[src/rtl/ram_arbiter.sv]
// ram_arbiter: shares one Hack data RAM between two requesters.
//   Port A is the CPU data side and port B is the loader/debug side.
//   The RAM has a combinational read of ram_addr and writes on the clock edge
//   when ram_load is high.
//
// Optional feature macro: ARB_ROUND_ROBIN_EN
//   defined   - simultaneous requests in IDLE go to the port that did not own
//               the RAM last (the first contest after reset still goes to A)
//   undefined - simultaneous requests in IDLE always go to A
//
// Ports:
//   clk, reset                      rising-edge clock, synchronous active-high reset
//   x_req/x_lock/x_we/x_addr/x_wdata  requester x (a or b) access request
//   x_gnt                           x owns the RAM (registered)
//   x_ack                           x access accepted this cycle (combinational)
//   x_rvalid/x_rdata                read data, valid the cycle after a read ack
//   ram_addr/ram_in/ram_load        to the RAM
//   ram_out                         from the RAM (combinational read of ram_addr)
module ram_arbiter #(
  parameter int ADDR_W   = 15,
  parameter int DATA_W   = 16,
  parameter int MAX_HOLD = 16
) (
  input  logic              clk,
  input  logic              reset,
  input  logic              a_req,
  input  logic              a_lock,
  input  logic              a_we,
  input  logic [ADDR_W-1:0] a_addr,
  input  logic [DATA_W-1:0] a_wdata,
  output logic              a_gnt,
  output logic              a_ack,
  output logic              a_rvalid,
  output logic [DATA_W-1:0] a_rdata,
  input  logic              b_req,
  input  logic              b_lock,
  input  logic              b_we,
  input  logic [ADDR_W-1:0] b_addr,
  input  logic [DATA_W-1:0] b_wdata,
  output logic              b_gnt,
  output logic              b_ack,
  output logic              b_rvalid,
  output logic [DATA_W-1:0] b_rdata,
  output logic [ADDR_W-1:0] ram_addr,
  output logic [DATA_W-1:0] ram_in,
  output logic              ram_load,
  input  logic [DATA_W-1:0] ram_out
);

  localparam int CNT_W = (MAX_HOLD > 2) ? $clog2(MAX_HOLD) : 1;
  localparam logic [CNT_W-1:0] HOLD_LAST = CNT_W'(MAX_HOLD - 1);

  typedef enum logic [1:0] {
    IDLE  = 2'd0,
    OWN_A = 2'd1,
    OWN_B = 2'd2
  } arbState_t;

  arbState_t        stateR;
  arbState_t        nextStateS;
  logic [CNT_W-1:0] holdCntR;
  logic             holdLastS;
  logic             aGntR;
  logic             bGntR;
  logic             aRvalidR;
  logic             bRvalidR;
  logic [DATA_W-1:0] aRdataR;
  logic [DATA_W-1:0] bRdataR;
  logic             aReadS;
  logic             bReadS;
`ifdef ARB_ROUND_ROBIN_EN
  logic             lastOwnerR;  // 0 = A, 1 = B
`endif

  assign holdLastS = (holdCntR == HOLD_LAST);
  // A read is captured at the edge that ends its ack cycle.
  assign aReadS = (stateR == OWN_A) && a_req && !a_we;
  assign bReadS = (stateR == OWN_B) && b_req && !b_we;

  assign a_gnt    = aGntR;
  assign b_gnt    = bGntR;
  assign a_rvalid = aRvalidR;
  assign b_rvalid = bRvalidR;
  assign a_rdata  = aRdataR;
  assign b_rdata  = bRdataR;

  // Next-state: arbitration in IDLE, release rules while owned (handover first).
  always_comb begin
    nextStateS = stateR;
    case (stateR)
      IDLE: begin
        if (a_req && b_req) begin
`ifdef ARB_ROUND_ROBIN_EN
          if (lastOwnerR) begin
            nextStateS = OWN_A;
          end else begin
            nextStateS = OWN_B;
          end
`else
          nextStateS = OWN_A;
`endif
        end else if (a_req) begin
          nextStateS = OWN_A;
        end else if (b_req) begin
          nextStateS = OWN_B;
        end else begin
          nextStateS = IDLE;
        end
      end
      OWN_A: begin
        if (b_req && (!a_lock || holdLastS)) begin
          nextStateS = OWN_B;
        end else if (!a_req && !a_lock) begin
          nextStateS = IDLE;
        end else begin
          nextStateS = OWN_A;
        end
      end
      OWN_B: begin
        if (a_req && (!b_lock || holdLastS)) begin
          nextStateS = OWN_A;
        end else if (!b_req && !b_lock) begin
          nextStateS = IDLE;
        end else begin
          nextStateS = OWN_B;
        end
      end
      default: nextStateS = IDLE;
    endcase
  end

  // RAM pin mux and acks; ram_load is gated by reset so nothing commits during it.
  always_comb begin
    ram_addr = {ADDR_W{1'b0}};
    ram_in   = {DATA_W{1'b0}};
    ram_load = 1'b0;
    a_ack    = 1'b0;
    b_ack    = 1'b0;
    case (stateR)
      OWN_A: begin
        ram_addr = a_addr;
        ram_in   = a_wdata;
        ram_load = a_we && a_req && !reset;
        a_ack    = a_req;
      end
      OWN_B: begin
        ram_addr = b_addr;
        ram_in   = b_wdata;
        ram_load = b_we && b_req && !reset;
        b_ack    = b_req;
      end
      default: begin
        ram_addr = {ADDR_W{1'b0}};
        ram_in   = {DATA_W{1'b0}};
        ram_load = 1'b0;
        a_ack    = 1'b0;
        b_ack    = 1'b0;
      end
    endcase
  end

  // State, grant flops and hold counter (cleared on any state change, saturating).
  always_ff @(posedge clk) begin
    if (reset) begin
      stateR   <= IDLE;
      aGntR    <= 1'b0;
      bGntR    <= 1'b0;
      holdCntR <= {CNT_W{1'b0}};
    end else begin
      stateR <= nextStateS;
      aGntR  <= (nextStateS == OWN_A);
      bGntR  <= (nextStateS == OWN_B);
      if (nextStateS != stateR) begin
        holdCntR <= {CNT_W{1'b0}};
      end else if ((stateR != IDLE) && !holdLastS) begin
        holdCntR <= holdCntR + CNT_W'(1);
      end else begin
        holdCntR <= holdCntR;
      end
    end
  end

`ifdef ARB_ROUND_ROBIN_EN
  // Remember which port entered ownership most recently (B after reset).
  always_ff @(posedge clk) begin
    if (reset) begin
      lastOwnerR <= 1'b1;
    end else if ((nextStateS == OWN_A) && (stateR != OWN_A)) begin
      lastOwnerR <= 1'b0;
    end else if ((nextStateS == OWN_B) && (stateR != OWN_B)) begin
      lastOwnerR <= 1'b1;
    end else begin
      lastOwnerR <= lastOwnerR;
    end
  end
`endif

  // Read data capture: rdata/rvalid belong to the port that issued the read.
  always_ff @(posedge clk) begin
    if (reset) begin
      aRvalidR <= 1'b0;
      bRvalidR <= 1'b0;
      aRdataR  <= {DATA_W{1'b0}};
      bRdataR  <= {DATA_W{1'b0}};
    end else begin
      aRvalidR <= aReadS;
      bRvalidR <= bReadS;
      if (aReadS) begin
        aRdataR <= ram_out;
      end else begin
        aRdataR <= aRdataR;
      end
      if (bReadS) begin
        bRdataR <= ram_out;
      end else begin
        bRdataR <= bRdataR;
      end
    end
  end

endmodule

[config.mk]
export PLATFORM = sky130hd
export DESIGN_NAME = ram_arbiter
export DESIGN_NICKNAME = d
export VERILOG_FILES = /design/src/rtl/ram_arbiter.sv
export SDC_FILE = /design/constraint.sdc
export NUM_CORES = 1
export LEC_CHECK = 0
export BUFFER_PORTS_ARGS = -buffer_cell sky130_fd_sc_hd__clkbuf_2
export CAP_MARGIN = 25
export CELL_PAD_IN_SITES_DETAIL_PLACEMENT = 0
export CELL_PAD_IN_SITES_GLOBAL_PLACEMENT = 1
export CORE_MARGIN = 5
export CORE_UTILIZATION = 29
export DETAILED_ROUTE_END_ITERATION = 16
export PLACE_DENSITY = 0.91
export SLEW_MARGIN = 20
export SYNTH_ARGS = -nofsm -noshare
export SYNTH_HDL_FRONTEND = slang
export SYNTH_SLANG_ARGS = --single-unit
[constraint.sdc]
create_clock -name clk -period 3.01 [get_ports clk]
set_input_delay 0.4515 -clock clk [delete_from_list [all_inputs] [get_ports clk]]
set_output_delay 0.4515 -clock clk [all_outputs]
set_load 0.01 [all_outputs]
==> impl_metrics.prom, run 1 <==
# TYPE chip_impl_metric gauge
chip_impl_info{name="outcome",value="finished, final reports clean"} 1
chip_impl_metric{name="grt_max_degree",unit=""} 41
chip_impl_metric{name="p_seq_share",unit="%"} 48.3
chip_impl_metric{name="gpl.final_weighted_congestion",unit=""} 0.802
chip_impl_info{name="yosys.cell_count.top_type",value="sky130_fd_sc_hd__nand2_1"} 1
chip_impl_metric{name="timing.fmax",unit="GHz"} 0.407
chip_impl_metric{name="tns",unit="ns"} 0
chip_impl_metric{name="synth_enable_flop_cells",unit=""} 0
chip_impl_metric{name="fp-row-count",unit=""} 31
chip_impl_metric{name="cts_hold_buf",unit=""} 0
chip_impl_metric{name="postSynthCellCount",unit=""} 284
chip_impl_metric{name="clkSlewWorstSetupHoldPaths",unit="ns"} 0.08
chip_impl_info{name="clockRootBuffer",value="sky130_fd_sc_hd__clkbuf_8"} 1
chip_impl_metric{name="total_power",unit="mW"} 1.20
chip_impl_metric{name="multiInputGateArea",unit="sq um"} 1260
chip_impl_metric{name="final-hold-violation-count",unit=""} 0
chip_impl_metric{name="wl_per_cell",unit="microns"} 13.3
chip_impl_metric{name="cts.sinks",unit=""} 42
chip_impl_metric{name="syn-mean-instance-area",unit="sq um"} 7.76
chip_impl_metric{name="dr_total_vias",unit=""} 2518
chip_impl_info{name="tritoncts_clock_tree",value="built"} 1
chip_impl_metric{name="route.final.wire_length",unit="mm"} 7.01
chip_impl_metric{name="p_int",unit="mW"} 0.859
chip_impl_metric{name="initial_utilization",unit="%"} 30.1
chip_impl_info{name="critical_path_class",value="reg2out"} 1
chip_impl_metric{name="critPathRequiredTime",unit="ns"} 2.56
chip_impl_metric{name="yosys_register_bits",unit=""} 42
chip_impl_metric{name="proportion_of_total_power_due_to_net_switching",unit="%"} 28.2
chip_impl_metric{name="critPathMaxFanout",unit=""} 32
chip_impl_metric{name="drt.antenna.violating_nets",unit=""} 0
chip_impl_metric{name="detailedRoute.firstPassIterationCount",unit=""} 4
chip_impl_metric{name="mappedNetlistArea",unit="sq um"} 2200
chip_impl_metric{name="slew_limit_headroom",unit="%"} 52.9
chip_impl_metric{name="worst_clock_skew",unit="ns"} 0.00647
chip_impl_info{name="netlist.top_cell.by_area",value="sky130_fd_sc_hd__dfxtp_1"} 1
chip_impl_metric{name="sum_of_net_half_perimeters_after_detailed_placement",unit="mm"} 5.73
chip_impl_info{name="hold_class",value="in2reg"} 1
chip_impl_metric{name="synth_top_area_share",unit="%"} 38.2
chip_impl_metric{name="number_of_buffers_inserted_by_port_buffering",unit=""} 155
chip_impl_metric{name="yosys_warnings",unit=""} 0
chip_impl_metric{name="syn_nets",unit=""} 375
chip_impl_info{name="yosys_most_used_dff",value="sky130_fd_sc_hd__dfxtp_1"} 1
chip_impl_metric{name="critical_path_arrival",unit="ns"} 2.01
chip_impl_metric{name="power_density",unit="nW/um^2"} 382
chip_impl_metric{name="power.combinational.fraction",unit="%"} 23.5
chip_impl_metric{name="finalCritPeriodShare",unit="%"} 81.7
chip_impl_metric{name="clock_power_share",unit="%"} 28.2
chip_impl_info{name="yosys-top-cells-count",value="sky130_fd_sc_hd__nand2_1 (66), sky130_fd_sc_hd__dfxtp_1 (42), sky130_fd_sc_hd__nor2b_1 (37)"} 1
chip_impl_metric{name="area_growth",unit="%"} 42.1
chip_impl_metric{name="final-max-slew-violation-count",unit=""} 0
chip_impl_metric{name="vdd_ir_drop_max",unit="mV"} 0.158
chip_impl_info{name="slowest_stage",value="sky130_fd_sc_hd__ha_1"} 1
chip_impl_info{name="worstPathCellList",value="inv_1 > ha_1 > nor2b_1 > clkbuf_2"} 1
chip_impl_info{name="synth_area_leaders",value="sky130_fd_sc_hd__dfxtp_1 (38%), sky130_fd_sc_hd__nand2_1 (11%), sky130_fd_sc_hd__a22oi_1 (11%)"} 1
chip_impl_metric{name="drt_iter0_markers",unit=""} 72
chip_impl_info{name="critPathCaptureType",value="primary output"} 1
chip_impl_metric{name="switchingPower",unit="mW"} 0.338
chip_impl_metric{name="distinct_cell_type_count_after_synthesis",unit=""} 41
chip_impl_metric{name="finish.utilization",unit="%"} 42.7
chip_impl_metric{name="p_leak",unit="nW"} 1.43
chip_impl_metric{name="insertion_delay",unit="ns"} 0.28
chip_impl_metric{name="layout.nets",unit=""} 519
chip_impl_info{name="grt_setup_unrepaired",value="false"} 1
chip_impl_metric{name="synth_sequential_area_ratio",unit="%"} 38.2
chip_impl_metric{name="design.core.area",unit="sq um"} 7330
chip_impl_metric{name="post_cts_resized",unit=""} 0
chip_impl_metric{name="setup-violations-final",unit=""} 0
chip_impl_metric{name="grt_pass1_vias",unit=""} 2459
chip_impl_metric{name="pin_count",unit=""} 156
chip_impl_metric{name="total_congestion_overflow",unit=""} 0
chip_impl_metric{name="antenna_cells_inserted",unit=""} 0
chip_impl_metric{name="number_of_antenna_violations_at_the_first_check_in_global_routing",unit=""} 0
chip_impl_metric{name="cts_made_buffers",unit=""} 5
chip_impl_metric{name="post_cts_buffers",unit=""} 0
chip_impl_metric{name="cts.path.max_buffers",unit=""} 2
chip_impl_metric{name="grt_pass1_wl",unit="mm"} 11.4
chip_impl_metric{name="chipWidth",unit="microns"} 97.2
chip_impl_metric{name="critical-path-max-stage-delay",unit="ns"} 0.75
chip_impl_metric{name="cap_violations",unit=""} 0
chip_impl_metric{name="synthArstFlopShare",unit="%"} 0
chip_impl_metric{name="clock_tree.htree_level_count",unit=""} 2
chip_impl_metric{name="slew_at_the_pin_closest_to_its_max_slew_limit",unit="ns"} 0.706
chip_impl_metric{name="nFillCells",unit=""} 772
chip_impl_metric{name="grt_util_all_layers",unit="%"} 14.1
chip_impl_metric{name="design.die.area",unit="sq um"} 9440
chip_impl_metric{name="min_period",unit="ns"} 2.46
chip_impl_metric{name="sequential_cell_area",unit="sq um"} 841
chip_impl_metric{name="drc_errors",unit=""} 0
chip_impl_metric{name="ratio_of_cells_with_drive_above_1_in_the_final_layout",unit="%"} 39.7
chip_impl_metric{name="route.detailed.vias_per_inst",unit=""} 4.78
chip_impl_info{name="critical_path.startpoint_type",value="register"} 1
chip_impl_metric{name="height_of_the_die",unit="microns"} 97.2
-- placed cells by master (no fill, tap or decap), types with 2 or more instances in the layout --
cell type	instances
sky130_fd_sc_hd__clkinv_2	2
sky130_fd_sc_hd__a211oi_1	3
sky130_fd_sc_hd__inv_1	4
sky130_fd_sc_hd__dfxtp_1	42
sky130_fd_sc_hd__ha_1	5
sky130_fd_sc_hd__and2_1	4
sky130_fd_sc_hd__a21oi_1	33
sky130_fd_sc_hd__buf_4	5
sky130_fd_sc_hd__nand2_1	66
sky130_fd_sc_hd__a22oi_1	31
sky130_fd_sc_hd__nor2b_1	37
sky130_fd_sc_hd__clkbuf_8	5
sky130_fd_sc_hd__nor3_1	2
sky130_fd_sc_hd__nor2_1	3
sky130_fd_sc_hd__nand2b_1	2
sky130_fd_sc_hd__nor3b_1	2
sky130_fd_sc_hd__clkbuf_2	155
sky130_fd_sc_hd__a31oi_1	2
sky130_fd_sc_hd__nand4_1	2
-- logic make-up (layout without fill, tap and decap cells) --
family,Yosys count,in the layout,share of synthesized area [%]
mux,1,1,0.454
fa+ha+maj,5,5,2.84
xor+xnor,1,1,0.398
buf+inv,27,171,4.66
flops,42,42,38.2
compound gates,79,79,24.1
simple gates,129,129,29.4
-- worst paths after layout --
path,start,end,slack [ns],cells after the start
setup / recovery,stateR[1]$_SDFF_PP0_,ram_addr[8],0.55,4
hold / removal,ram_out[1],b_rdata[1]$_SDFFE_PP0P_,0.39,3
setup reg to reg,stateR[1]$_SDFF_PP0_,holdCntR[2]$_SDFFE_PP0P_,0.86,7
hold reg to reg,b_rdata[7]$_SDFFE_PP0P_,b_rdata[7]$_SDFFE_PP0P_,0.45,2
-- critical path: cells and delay by family, from the launching register on --
kind,cells,cell delay (ns)
simple gates,1,0.25
fa+ha+maj,1,0.75
flops,1,0.43
buf+inv,2,0.27
-- flip-flops by register name, summed over array words and instances, names as in the netlist --
name and cells:
a_rvalid 1, stateR 2, b_rvalid 1, a_gnt 1, b_gnt 1, a_rdata 16, holdCntR 4, b_rdata 16
-- per-layer routing --
metal	global-route usage (%)	share of wire [%]	vias up
met5	0	0	-
met4	3.89	1.1	0
met3	6.03	11	6
met2	25.5	50	120
met1	15.0	39	1124
li1	-	-	1268
-- per-stage QoR --
step | area [sq um] | hold WS, ns | worst slack [ns] | cells
global route | 3130 | 0.388 | 0.313 | 527
floorplan | 2200 | 0.481 | 1.10 | 284
global placement | 3050 | 0.442 | 0.922 | 520
finish | 3130 | 0.389 | 0.551 | 527
CTS | 3130 | 0.382 | 0.512 | 527
detailed placement | 3050 | 0.447 | 0.840 | 520
-- cell type report --
class                           count  area share (%)
Clock buffer                        5            2.20
Clock inverter                      2           0.320
Inverter                            4           0.479
Multi-Input combinational cell    215            40.2
Sequential cell                    42            26.8
Tap cell                           99            3.96
Timing Repair Buffer              160            26.0
-- power groups by stage --
stage	clock, mW	combinational, mW	sequential, mW
3_3_place_gp	0	0.280	0.590
3_5_place_dp	0	0.284	0.591
5_1_grt	0.372	0.312	0.579
4_1_cts	0.354	0.285	0.578
2_1_floorplan	0	0.156	0.594
6_report	0.338	0.281	0.578
Note: power is estimated with default switching activity, not from simulation.
==> run 2: changes to the inputs <==
Settings changed: CORE_UTILIZATION 29 to 25, PLACE_DENSITY 0.91 to 0.84.
Clock period 3.01 ns to 2.25 ns, I/O delays scaled along.
==> run 2 against run 1 <==
  * Critical path type unchanged
  * Critical endpoint is now ram_in[2]
  * Highest routed layer unchanged
  * First-iteration DRC count down 46%
  * Utilization fell by 5.7 points
  * Cell count grew 2.3%
  * Total power increased by 45%
==> impl_metrics.prom, run 2 (synthesized netlist as in run 1, its figures left out) <==
# TYPE chip_impl_metric gauge
chip_impl_metric{name="groute.layer.met3.usage",unit="%"} 4.16
chip_impl_metric{name="final-hold-violation-count",unit=""} 0
chip_impl_metric{name="setup-violations-final",unit=""} 0
chip_impl_metric{name="p_seq_share",unit="%"} 44.4
chip_impl_info{name="layout.cells.most_common_list",value="sky130_fd_sc_hd__clkbuf_2 (155), sky130_fd_sc_hd__nand2_1 (66), sky130_fd_sc_hd__dfxtp_1 (42)"} 1
chip_impl_metric{name="drc_errors",unit=""} 0
chip_impl_metric{name="route.final.wire_length",unit="mm"} 7.34
chip_impl_metric{name="groute.layer.met2.usage",unit="%"} 22.4
chip_impl_metric{name="vdd_ir_drop_max",unit="mV"} 0.260
chip_impl_metric{name="fp-row-count",unit=""} 34
chip_impl_metric{name="worst-r2r-setup-slack",unit="ns"} 0.12
chip_impl_metric{name="number_of_buffers_inserted_by_port_buffering",unit=""} 155
chip_impl_metric{name="power_density",unit="nW/um^2"} 545
chip_impl_info{name="layout.cells.most_common",value="sky130_fd_sc_hd__clkbuf_2"} 1
chip_impl_info{name="critPathCaptureType",value="primary output"} 1
chip_impl_info{name="critical_path.startpoint_type",value="register"} 1
chip_impl_metric{name="pin_count",unit=""} 156
chip_impl_metric{name="layout.nets",unit=""} 521
chip_impl_metric{name="cap_violations",unit=""} 0
chip_impl_info{name="critical_path_class",value="reg2out"} 1
chip_impl_info{name="grt-busiest-layer",value="met2"} 1
chip_impl_metric{name="gpl.final_weighted_congestion",unit=""} 0.839
chip_impl_metric{name="grt_max_degree",unit=""} 41
chip_impl_info{name="hold_class",value="in2reg"} 1
chip_impl_metric{name="timing.fmax",unit="GHz"} 0.462
chip_impl_metric{name="grt_util_all_layers",unit="%"} 12.7
chip_impl_info{name="timing.rr.end",value="holdCntR[2]$_SDFFE_PP0P_"} 1
chip_impl_metric{name="clock_tree.htree_level_count",unit=""} 2
chip_impl_metric{name="chipWidth",unit="microns"} 104
chip_impl_info{name="r2r_path_start",value="stateR[1]$_SDFF_PP0_"} 1
chip_impl_metric{name="drt_iter0_markers",unit=""} 39
chip_impl_metric{name="grt_pass1_vias",unit=""} 2588
chip_impl_metric{name="drt.antenna.violating_nets",unit=""} 0
chip_impl_info{name="startpoint",value="stateR[1]$_SDFF_PP0_"} 1
chip_impl_metric{name="grt_pass1_wl",unit="mm"} 11.8
chip_impl_metric{name="insertion_delay",unit="ns"} 0.28
chip_impl_info{name="min-delay-start",value="ram_out[1]"} 1
chip_impl_metric{name="finalCritPeriodShare",unit="%"} 96.2
chip_impl_metric{name="cts_made_buffers",unit=""} 5
chip_impl_metric{name="design.die.area",unit="sq um"} 10800
chip_impl_metric{name="switchingPower",unit="mW"} 0.464
chip_impl_metric{name="clock_power_share",unit="%"} 33.6
chip_impl_metric{name="cts.sinks",unit=""} 42
chip_impl_metric{name="multiInputGateArea",unit="sq um"} 1260
chip_impl_metric{name="min_period",unit="ns"} 2.17
chip_impl_info{name="grt_setup_unrepaired",value="false"} 1
chip_impl_metric{name="height_of_the_die",unit="microns"} 104
chip_impl_metric{name="initial_utilization",unit="%"} 25.5
chip_impl_info{name="outcome",value="finished, final reports clean"} 1
chip_impl_metric{name="critical_path_arrival",unit="ns"} 1.83
chip_impl_metric{name="finalHoldWorstSlack",unit="ns"} 0.280
chip_impl_metric{name="power.combinational.fraction",unit="%"} 21.9
chip_impl_metric{name="worst_clock_skew",unit="ns"} 0.00179
chip_impl_metric{name="critPathRequiredTime",unit="ns"} 1.91
chip_impl_metric{name="design.core.area",unit="sq um"} 8640
chip_impl_metric{name="cts.path.max_buffers",unit=""} 2
chip_impl_metric{name="clkSlewWorstSetupHoldPaths",unit="ns"} 0.08
chip_impl_metric{name="p_int",unit="mW"} 1.28
chip_impl_metric{name="nFillCells",unit=""} 921
chip_impl_metric{name="tns",unit="ns"} 0
chip_impl_metric{name="detailedRoute.firstPassIterationCount",unit=""} 4
chip_impl_metric{name="area_growth",unit="%"} 44.9
chip_impl_metric{name="dr_total_vias",unit=""} 2546
chip_impl_metric{name="number_of_antenna_violations_at_the_first_check_in_global_routing",unit=""} 0
chip_impl_info{name="tritoncts_clock_tree",value="built"} 1
chip_impl_metric{name="antenna_cells_inserted",unit=""} 0
chip_impl_metric{name="proportion_of_total_power_due_to_net_switching",unit="%"} 26.7
chip_impl_metric{name="total_congestion_overflow",unit=""} 0
chip_impl_metric{name="cts_hold_buf",unit=""} 0
chip_impl_metric{name="p_leak",unit="nW"} 1.45
chip_impl_metric{name="critPathMaxFanout",unit=""} 32
chip_impl_metric{name="slew_limit_headroom",unit="%"} 54.5
chip_impl_info{name="clockRootBuffer",value="sky130_fd_sc_hd__clkbuf_8"} 1
chip_impl_metric{name="route.detailed.vias_per_inst",unit=""} 4.72
chip_impl_metric{name="final-max-slew-violation-count",unit=""} 0
chip_impl_metric{name="sequential_cell_area",unit="sq um"} 841
chip_impl_metric{name="ratio_of_cells_with_drive_above_1_in_the_final_layout",unit="%"} 39.9
chip_impl_metric{name="ff2ff_path_depth",unit=""} 7
chip_impl_metric{name="sum_of_net_half_perimeters_after_detailed_placement",unit="mm"} 5.88
chip_impl_metric{name="wl_per_cell",unit="microns"} 13.6
chip_impl_metric{name="grt_util_met1",unit="%"} 14.6
chip_impl_metric{name="slew_at_the_pin_closest_to_its_max_slew_limit",unit="ns"} 0.682
chip_impl_info{name="cp-endpoint",value="ram_in[2]"} 1
-- run 2: final cells by class --
type / instances / share of cell area (%)
Timing Repair Buffer: 162 / 26.1
Multi-Input combinational cell: 215 / 39.5
Inverter: 4 / 0.470
Sequential cell: 42 / 26.3
Tap cell: 108 / 4.23
Clock buffer: 6 / 2.27
Clock inverter: 2 / 1.18
-- run 2: how the worst min path moves through the flow --
| stage | end | cells after the start | slack (ns) |
|---|---|---|---|
| 4_1_cts | a_rdata[1]$_SDFFE_PP0P_ | 3 | 0.27 |
| 6_report | a_rdata[1]$_SDFFE_PP0P_ | 3 | 0.28 |
| 2_1_floorplan | a_rdata[0]$_SDFFE_PP0P_ | 2 | 0.47 |
| 3_5_place_dp | a_rdata[5]$_SDFFE_PP0P_ | 2 | 0.45 |
| 5_1_grt | a_rdata[3]$_SDFFE_PP0P_ | 3 | 0.28 |
| 3_3_place_gp | b_rdata[14]$_SDFFE_PP0P_ | 2 | 0.44 |
-- run 2: repair_timing --
item,4_1_cts,5_1_grt
setup buffers,0,0
resized for setup,1,0
pin swaps,0,1
setup endpoints to repair,1,2
-- run 2: power groups by stage --
stage	Sequential, mW	Clock [mW]	Combinational (mW)
2_1_floorplan	0.795	0	0.209
3_3_place_gp	0.789	0	0.378
3_5_place_dp	0.791	0	0.382
4_1_cts	0.773	0.612	0.386
5_1_grt	0.776	0.635	0.421
6_report	0.773	0.585	0.382
-- run 2: stage by stage --
stage	utilization [%]	area, sq um	setup slack [ns]	std cells	power, mW
2_1_floorplan	-	2200	0.337	284	1.00
3_3_place_gp	35.7	3080	0.242	531	1.17
3_5_place_dp	35.7	3080	0.112	531	1.17
4_1_cts	37.0	3190	0.0661	539	1.77
5_1_grt	37.0	3190	0.00687	539	1.83
6_report	37.0	3190	0.0846	539	1.74
-- run 2: critical path, stage by stage (launching register included) --
cell and delay, ns:
sky130_fd_sc_hd__dfxtp_1 0.37, sky130_fd_sc_hd__inv_1 0.12, sky130_fd_sc_hd__ha_1 0.31, sky130_fd_sc_hd__buf_6 0.28, sky130_fd_sc_hd__a22oi_1 0.10, sky130_fd_sc_hd__nor2b_1 0.19, sky130_fd_sc_hd__clkbuf_2 0.16
-- run 2: routing by layer --
metal	vias up	part of all wire, %
li1	1273	-
met4	0	0.75
met2	123	48
met3	4	9.5
met5	-	0
met1	1146	42
